**config.mk**
```make
export PLATFORM = sky130hd
export DESIGN_NAME = regfile_write_sequencer
export DESIGN_NICKNAME = d
export VERILOG_FILES = /design/src/rtl/regfile_write_sequencer.sv
export SDC_FILE = /design/constraint.sdc
export NUM_CORES = 1
export LEC_CHECK = 0
export ABC_AREA = 0
export BUFFER_PORTS_ARGS = -buffer_cell sky130_fd_sc_hd__clkbuf_2
export CORE_UTILIZATION = 45
export CTS_CLUSTER_SIZE = 40
export DETAILED_ROUTE_END_ITERATION = 12
export PLACE_DENSITY = 0.81
export RECOVER_POWER = 50
export SLEW_MARGIN = 20
export SYNTH_ARGS = -nofsm -noshare
export SYNTH_HDL_FRONTEND = slang
export SYNTH_SLANG_ARGS = --single-unit
```
**constraint.sdc**
```tcl
create_clock -name clk -period 2.3 [get_ports clk]
set_clock_uncertainty 0.15 [all_clocks]
set_input_delay 0.345 -clock clk [delete_from_list [all_inputs] [get_ports clk]]
set_output_delay 0.345 -clock clk [all_outputs]
set_load 0.02 [all_outputs]
```
**src/rtl/regfile_write_sequencer.sv**
```systemverilog
// Sole owner of the integer register file write port: zero-fills x01..x31 after
// reset, then arbitrates between pipeline writeback and a slow multi-cycle source.
module regfile_write_sequencer #(
    parameter int unsigned STARVE_LIMIT = 4
) (
    input  logic        clk,
    input  logic        rst,
    input  logic        pipe_valid,
    input  logic [4:0]  pipe_rd,
    input  logic [31:0] pipe_data,
    output logic        pipe_stall,
    input  logic        slow_valid,
    input  logic [4:0]  slow_rd,
    input  logic [31:0] slow_data,
    output logic        slow_ready,
    output logic        init_busy,
    output logic        rf_wr_ena,
    output logic [4:0]  rf_wr_addr,
    output logic [31:0] rf_wr_data
);

    typedef enum logic {INIT, RUN} state_t;

    localparam logic [3:0] LIMIT = 4'(STARVE_LIMIT);

    state_t      state_q, state_d;
    logic [4:0]  fill_q, fill_d;
    logic [3:0]  starve_q, starve_d;
    logic        wr_ena_q, wr_ena_d;
    logic [4:0]  wr_addr_q, wr_addr_d;
    logic [31:0] wr_data_q, wr_data_d;

    logic force_slow, grant_pipe, grant_slow, in_run;

    always_comb begin
        in_run     = (state_q == RUN);
        force_slow = in_run && slow_valid && (starve_q == LIMIT);
        grant_pipe = in_run && pipe_valid && !force_slow;
        grant_slow = in_run && slow_valid && !grant_pipe;

        state_d   = state_q;
        fill_d    = fill_q;
        starve_d  = starve_q;
        wr_ena_d  = 1'b0;
        wr_addr_d = wr_addr_q;
        wr_data_d = wr_data_q;

        if (!in_run) begin
            wr_ena_d  = 1'b1;
            wr_addr_d = fill_q;
            wr_data_d = '0;
            fill_d    = fill_q + 5'd1;
            starve_d  = '0;
            if (fill_q == 5'd31) state_d = RUN;
        end else begin
            // A granted write to x00 still completes the handshake but never enables the port.
            if (grant_pipe) begin
                wr_ena_d  = (pipe_rd != 5'd0);
                wr_addr_d = pipe_rd;
                wr_data_d = pipe_data;
            end else if (grant_slow) begin
                wr_ena_d  = (slow_rd != 5'd0);
                wr_addr_d = slow_rd;
                wr_data_d = slow_data;
            end

            if (grant_slow || !slow_valid) begin
                starve_d = '0;
            end else if (grant_pipe) begin
                starve_d = starve_q + 4'd1;
            end
        end
    end

    always_ff @(posedge clk or posedge rst) begin
        if (rst) begin
            state_q   <= INIT;
            fill_q    <= 5'd1;
            starve_q  <= '0;
            wr_ena_q  <= 1'b0;
            wr_addr_q <= '0;
            wr_data_q <= '0;
        end else begin
            state_q   <= state_d;
            fill_q    <= fill_d;
            starve_q  <= starve_d;
            wr_ena_q  <= wr_ena_d;
            wr_addr_q <= wr_addr_d;
            wr_data_q <= wr_data_d;
        end
    end

    assign init_busy  = !in_run;
    assign pipe_stall = !in_run || force_slow;
    assign slow_ready = grant_slow;
    assign rf_wr_ena  = wr_ena_q;
    assign rf_wr_addr = wr_addr_q;
    assign rf_wr_data = wr_data_q;

endmodule

```
# [Word level (Yosys, flattened, before mapping)]
# Cells that the tools add are included.
[op_classes] n_addsub=2 eq_ne=4 n_mux=14 n_reduce_logical=13
[op_table] op="32-bit two-way mux" n=3
[op_table] op="5-bit two-way mux" n=3
[op_table] op="4-bit two-way mux" n=3
[op_table] op="5-bit nonzero test" n=2
[op_table] op="5-bit by 1-bit adder with 5-bit output, second input constant" n=1
[op_table] op="5-bit == test, second input constant" n=1
[op_table] op="1-bit logical AND" n=5
[op_table] op="1-bit two-way mux" n=5
[op_table] op="4-bit by 1-bit adder with 4-bit output, second input constant" n=1
[op_table] op="4-bit by 3-bit == test with 1-bit output, second input constant" n=1
[op_table] op="1-bit logical NOT" n=4
[op_table] op="3-bit by 1-bit != test with 1-bit output, second input constant" n=1
[op_table] op="3-bit by 2-bit != test with 1-bit output, second input constant" n=1
[op_table] op="1-bit logical OR" n=2
[totals] reg_bits=48 inputBits=78 out_inout_bits=41 wordCells=39

# [Logic depth before layout (Yosys ltp)]
[depth] word_depth=9 mapped_depth=7 ltp_nobuf=5

# [Least setup slack after synthesis]
# OpenSTA, ideal clock, no wires.
[synth_path] path_kind="flip-flop to output port" from="register starve_q[0]" to="output slow_ready" t_arrival_ns=1.288 t_required_ns=1.805 path_slack_ns=0.517 stages_incl_launch_ff=6 path_buffers=0 cell_sequence="dfrtp_1 inv_1 ha_1 nand4b_2 and2_1 nor2_1"
[synth_between] elab_chain_cells=6
[synth_rtl] item="start: declaration" line_no="28" source="logic [3:0] starve_q, starve_d;"
[synth_rtl] item="start signal: assignment" line_no="86" source="starve_q <= starve_d;"
[synth_rtl] item="4-bit by 3-bit == test with 1-bit output" line_no="37" source="force_slow = in_run && slow_valid && (starve_q == LIMIT);"
[synth_rtl] item="1-bit logical AND" line_no="37"
[synth_rtl] item="1-bit logical NOT" line_no="38" source="grant_pipe = in_run && pipe_valid && !force_slow;"
[synth_rtl] item="1-bit logical AND" line_no="38"
[synth_rtl] item="1-bit logical NOT" line_no="39" source="grant_slow = in_run && slow_valid && !grant_pipe;"
[synth_rtl] item="1-bit logical AND" line_no="39"
[synth_rtl] item="end: declaration" line_no="15" source="output logic slow_ready,"
# No other way between the ends.

# [Final worst setup path]
# Same ends and word-level chain as after synthesis.

==> run_results.csv <==
group,metric,value,unit
setup_path,critPathRequiredTime,1800,ps
routing,antenna_violation_net_count_after_detailed_routing,0,
pwr,power.switching_fraction,29.1,%
timing,worst_hold_check_slack,197,ps
job,max_cap_viol_count,0,
logic_synthesis,synth_ff_type,"sky130_fd_sc_hd__dfrtp_1",
worst_hold_path,timing.hold.worst.class,"in -> reg",
routing,drt-initial-drc-count,92,
layout,relative_area_change_from_synthesis_to_final_layout,24.2,%
setup_path,crit_path_end_kind,"output pin",
floorplanning,fp.coreArea,0.00603,mm²
pwr,pwr_cell_area,537,mW/mm²
timing,final_report_setup_violation_count,0,
pwr,total_leakage_power,1.67,nW
global_route,grt_pass1_vias,2175,
clock_tree,clock_sinks,48,
clock_tree,cts.reportedPaths.clkPinSlew,90,ps
routing,firstDrtPassIters,4,
clock_tree,post_cts_buffers,0,
logic_synthesis,synth_top_cell_area_share,41.1,%
placed_design,post-dp-hpwl,4.84,mm
layout,antenna_cells_inserted,0,
clock_tree,tritoncts,"done",
pwr,max-vdd-ir-drop,0.277,mV
setup_path,worstPathArrival,1660,ps
layout,final_nets,423,
floorplanning,dieWidth,81.8,µm
routing,routedWlPerCell,15.6,µm
pwr,design_internal_power,0.00135,W
clock_tree,cts_buffers,5,
timing,final.min_clock_period,2150,ps
logic_synthesis,ys.warnings.count,0,
floorplanning,std_cell_rows,28,
logic_synthesis,register_bit_total_from_synthesis,48,
layout,drive_gt1_share,52.3,%
logic_synthesis,synthDominantAreaCellType,"sky130_fd_sc_hd__dfrtp_1",
run_status,run_status,"finished, final reports clean",
global_route,antenna_found_initial,0,
logic_synthesis,postSynth.asyncResetShare,100,%
logic_synthesis,post_synth_inst_count,226,
setup_path,path_delay_family,"simple AND/OR/NAND/NOR gates",
routing,postRouteWirelength,6.52,mm
global_route,maximum_number_of_pins_on_one_net_before_global_route_repair,41,
timing,fin_tns_setup,0,ps
clock_tree,clk_latency,290,ps
clock_tree,ctsHoldBuffers,0,
timing,clock.fmax,0.465,GHz
timing,period_share,93.5,%
timing,max_slew_margin_vs_limit,17.8,%
pwr,combinational_share_of_power,23.6,%
global_route,grt_first_pass_wirelength,10.3,mm
pwr,share_seq_of_total_power,49.5,%
routing,vias_per_cell,5.38,
setup_path,critPathSlowestCell,"sky130_fd_sc_hd__dfrtp_1",
setup_path,crit_fanout,8,
timing,slew_viol_final,0,
logic_synthesis,post_synth_instance_area,0.00286,mm²
floorplanning,fp.dieArea,0.00668,mm²
floorplanning,floorplan.io_pins,119,
pwr,clockPowerShare,26.9,%
setup_path,start_kind,"register",
clock_tree,clk_path_buf_depth,2,
floorplanning,height_of_the_die,81.8,µm
clock_tree,h-tree-depth,2,
global_route,grt_use_total,20.2,%
logic_synthesis,synth-edff-count,0,
logic_synthesis,syn_area_per_cell,12.7,µm²
setup_path,criticalPathCategory,"reg -> out",
routing,route.detailed.drc,0,
setup_path,crit_chain,"inv_1, ha_1, nand4b_4, and2_1, nor2_1, clkbuf_2",
setup_path,crit_path_max_incr_delay,410,ps
logic_synthesis,syn-num-nets,308,
timing,hold_viol,0,
global_route,global_route.overflow_total,0,
logic_synthesis,yosysUniqueCellTypes,37,
placed_design,place.port_buffers,118,
routing,via_count,2244,
layout,finish.utilization,59.0,%
clock_tree,clock_tree.root_cell,"sky130_fd_sc_hd__clkbuf_8",
pwr,total_switching_power,0.000556,W
floorplanning,initial_util,47.5,%
layout,final.fill_count,536,
timing,rsz0062_at_grt,"no",
logic_synthesis,synthTopCellsByArea,"sky130_fd_sc_hd__dfrtp_1 41%, sky130_fd_sc_hd__a211oi_2 11%, sky130_fd_sc_hd__nor3b_2 11%",
timing,worst_slew_pin_slew,1230,ps
logic_synthesis,synth.yosys.seq_area_share,42.0,%
setup_path,timing.critical_path.buf_inv,2,
placed_design,routability_congestion_estimate_from_global_placement,0.823,
## flip-flops by register name, indices dropped and copies added, names as in the netlist
| name | count |
|---|---|
| rf_wr_data | 32 |
| fill_q | 5 |
| rf_wr_addr | 5 |
| starve_q | 4 |
| in_run | 1 |
| rf_wr_ena | 1 |
## layout make-up
class	instances	area, µm²	area share (%)
Clock buffer	8	90.1	2.53
Inverter	6	22.5	0.634
Multi-Input combinational cell	151	1510	42.3
Sequential cell	48	1200	33.8
Tap cell	75	93.8	2.64
Timing Repair Buffer	129	641	18.0
## logic make-up (layout without fill, tap and decap cells)
logic type,after synthesis,count (layout),share of synthesized area (%)
multiplexers,34,34,12.0
XOR/XNOR,5,5,1.53
AND/OR/NAND/NOR,59,59,18.7
adder cells (fa/ha/maj),4,4,1.75
buffers and inverters,27,143,5.77
AO/OA/AOI/OAI,49,49,18.3
flip-flops,48,48,42.0
## through the flow
step | setup WS [ps] | cell area [µm²] | std cells | power, W
2_1_floorplan | 517 | 2860 | 226 | 0.00125
3_3_place_gp | 459 | 3490 | 409 | 0.00141
3_5_place_dp | 388 | 3490 | 409 | 0.00143
4_1_cts | 52.3 | 3580 | 417 | 0.00194
5_1_grt | 22.8 | 3550 | 417 | 0.00200
6_report | 150 | 3550 | 417 | 0.00191
## metal layers
layer	track usage (%)	up-vias	share of wire, %
met5	0	-	0
met4	6.32	0	0.95
met3	2.56	6	5.4
met2	34.4	92	50
met1	26.6	1075	44
li1	-	1071	-
## cell usage in the layout, fill, tap and decap left out, types with 2 or more instances in the layout
cell type,Yosys,routed
sky130_fd_sc_hd__clkbuf_2,0,101
sky130_fd_sc_hd__dfrtp_1,47,47
sky130_fd_sc_hd__mux2i_1,32,32
sky130_fd_sc_hd__nor3b_2,26,26
sky130_fd_sc_hd__a211oi_2,26,26
sky130_fd_sc_hd__clkbuf_1,5,22
sky130_fd_sc_hd__buf_4,3,8
sky130_fd_sc_hd__nor2_1,7,7
sky130_fd_sc_hd__inv_1,6,6
sky130_fd_sc_hd__nor3b_1,6,6
sky130_fd_sc_hd__a211oi_1,6,6
sky130_fd_sc_hd__clkbuf_8,0,6
sky130_fd_sc_hd__nand2b_1,5,5
sky130_fd_sc_hd__a21oi_1,5,5
sky130_fd_sc_hd__xnor2_1,4,4
sky130_fd_sc_hd__o2bb2ai_1,4,4
sky130_fd_sc_hd__o221ai_2,4,4
sky130_fd_sc_hd__ha_1,4,4
sky130_fd_sc_hd__nand4_1,2,2
sky130_fd_sc_hd__or2_2,2,2
sky130_fd_sc_hd__o221ai_1,2,2
sky130_fd_sc_hd__mux2_2,2,2
sky130_fd_sc_hd__or4_1,2,2
## worst register-to-register path, cell delays in order, from the launching register on
cell                       delay, ps
sky130_fd_sc_hd__dfrtp_1         410
sky130_fd_sc_hd__inv_1            70
sky130_fd_sc_hd__ha_1            230
sky130_fd_sc_hd__and4b_2         260
sky130_fd_sc_hd__buf_4           360
sky130_fd_sc_hd__nor3b_1         100
sky130_fd_sc_hd__a211oi_1        230
## final timing paths
kind / startpoint / to / slack, ps / depth (start not counted)
setup / recovery: starve_q[0] / slow_ready / 150 / 6
hold / removal: slow_rd[0] / rf_wr_addr[0] / 200 / 3
setup reg to reg: starve_q[0] / rf_wr_data[18] / 390 / 6
hold reg to reg: starve_q[0] / starve_q[0] / 340 / 1
max in group asynchronous: rst / rf_wr_data[15] / 790 / 3
min in group asynchronous: rst / rf_wr_data[24] / 210 / 2
## repair_timing
item,in CTS,in global routing
endpoints found under the setup margin,0,1
endpoints found under the hold margin,0,0
gates resized for setup,0,1
## cell usage after synthesis (4+ instances only)
master,n
sky130_fd_sc_hd__a211oi_1,6
sky130_fd_sc_hd__a211oi_2,26
sky130_fd_sc_hd__a21oi_1,5
sky130_fd_sc_hd__buf_2,9
sky130_fd_sc_hd__clkbuf_1,5
sky130_fd_sc_hd__dfrtp_1,47
sky130_fd_sc_hd__ha_1,4
sky130_fd_sc_hd__inv_1,6
sky130_fd_sc_hd__mux2i_1,32
sky130_fd_sc_hd__nand2b_1,5
sky130_fd_sc_hd__nor2_1,7
sky130_fd_sc_hd__nor3b_1,6
sky130_fd_sc_hd__nor3b_2,26
sky130_fd_sc_hd__o221ai_2,4
sky130_fd_sc_hd__o2bb2ai_1,4
sky130_fd_sc_hd__xnor2_1,4
## power by group through the flow
stage	Clock (W)	Sequential [W]	Combinational [W]
2_1_floorplan	0	0.00104	0.000212
3_3_place_gp	0	0.000960	0.000454
3_5_place_dp	0	0.000962	0.000465
4_1_cts	0.000532	0.000946	0.000465
5_1_grt	0.000558	0.000954	0.000491
6_report	0.000513	0.000946	0.000451
(Power assumes the default switching activity.)
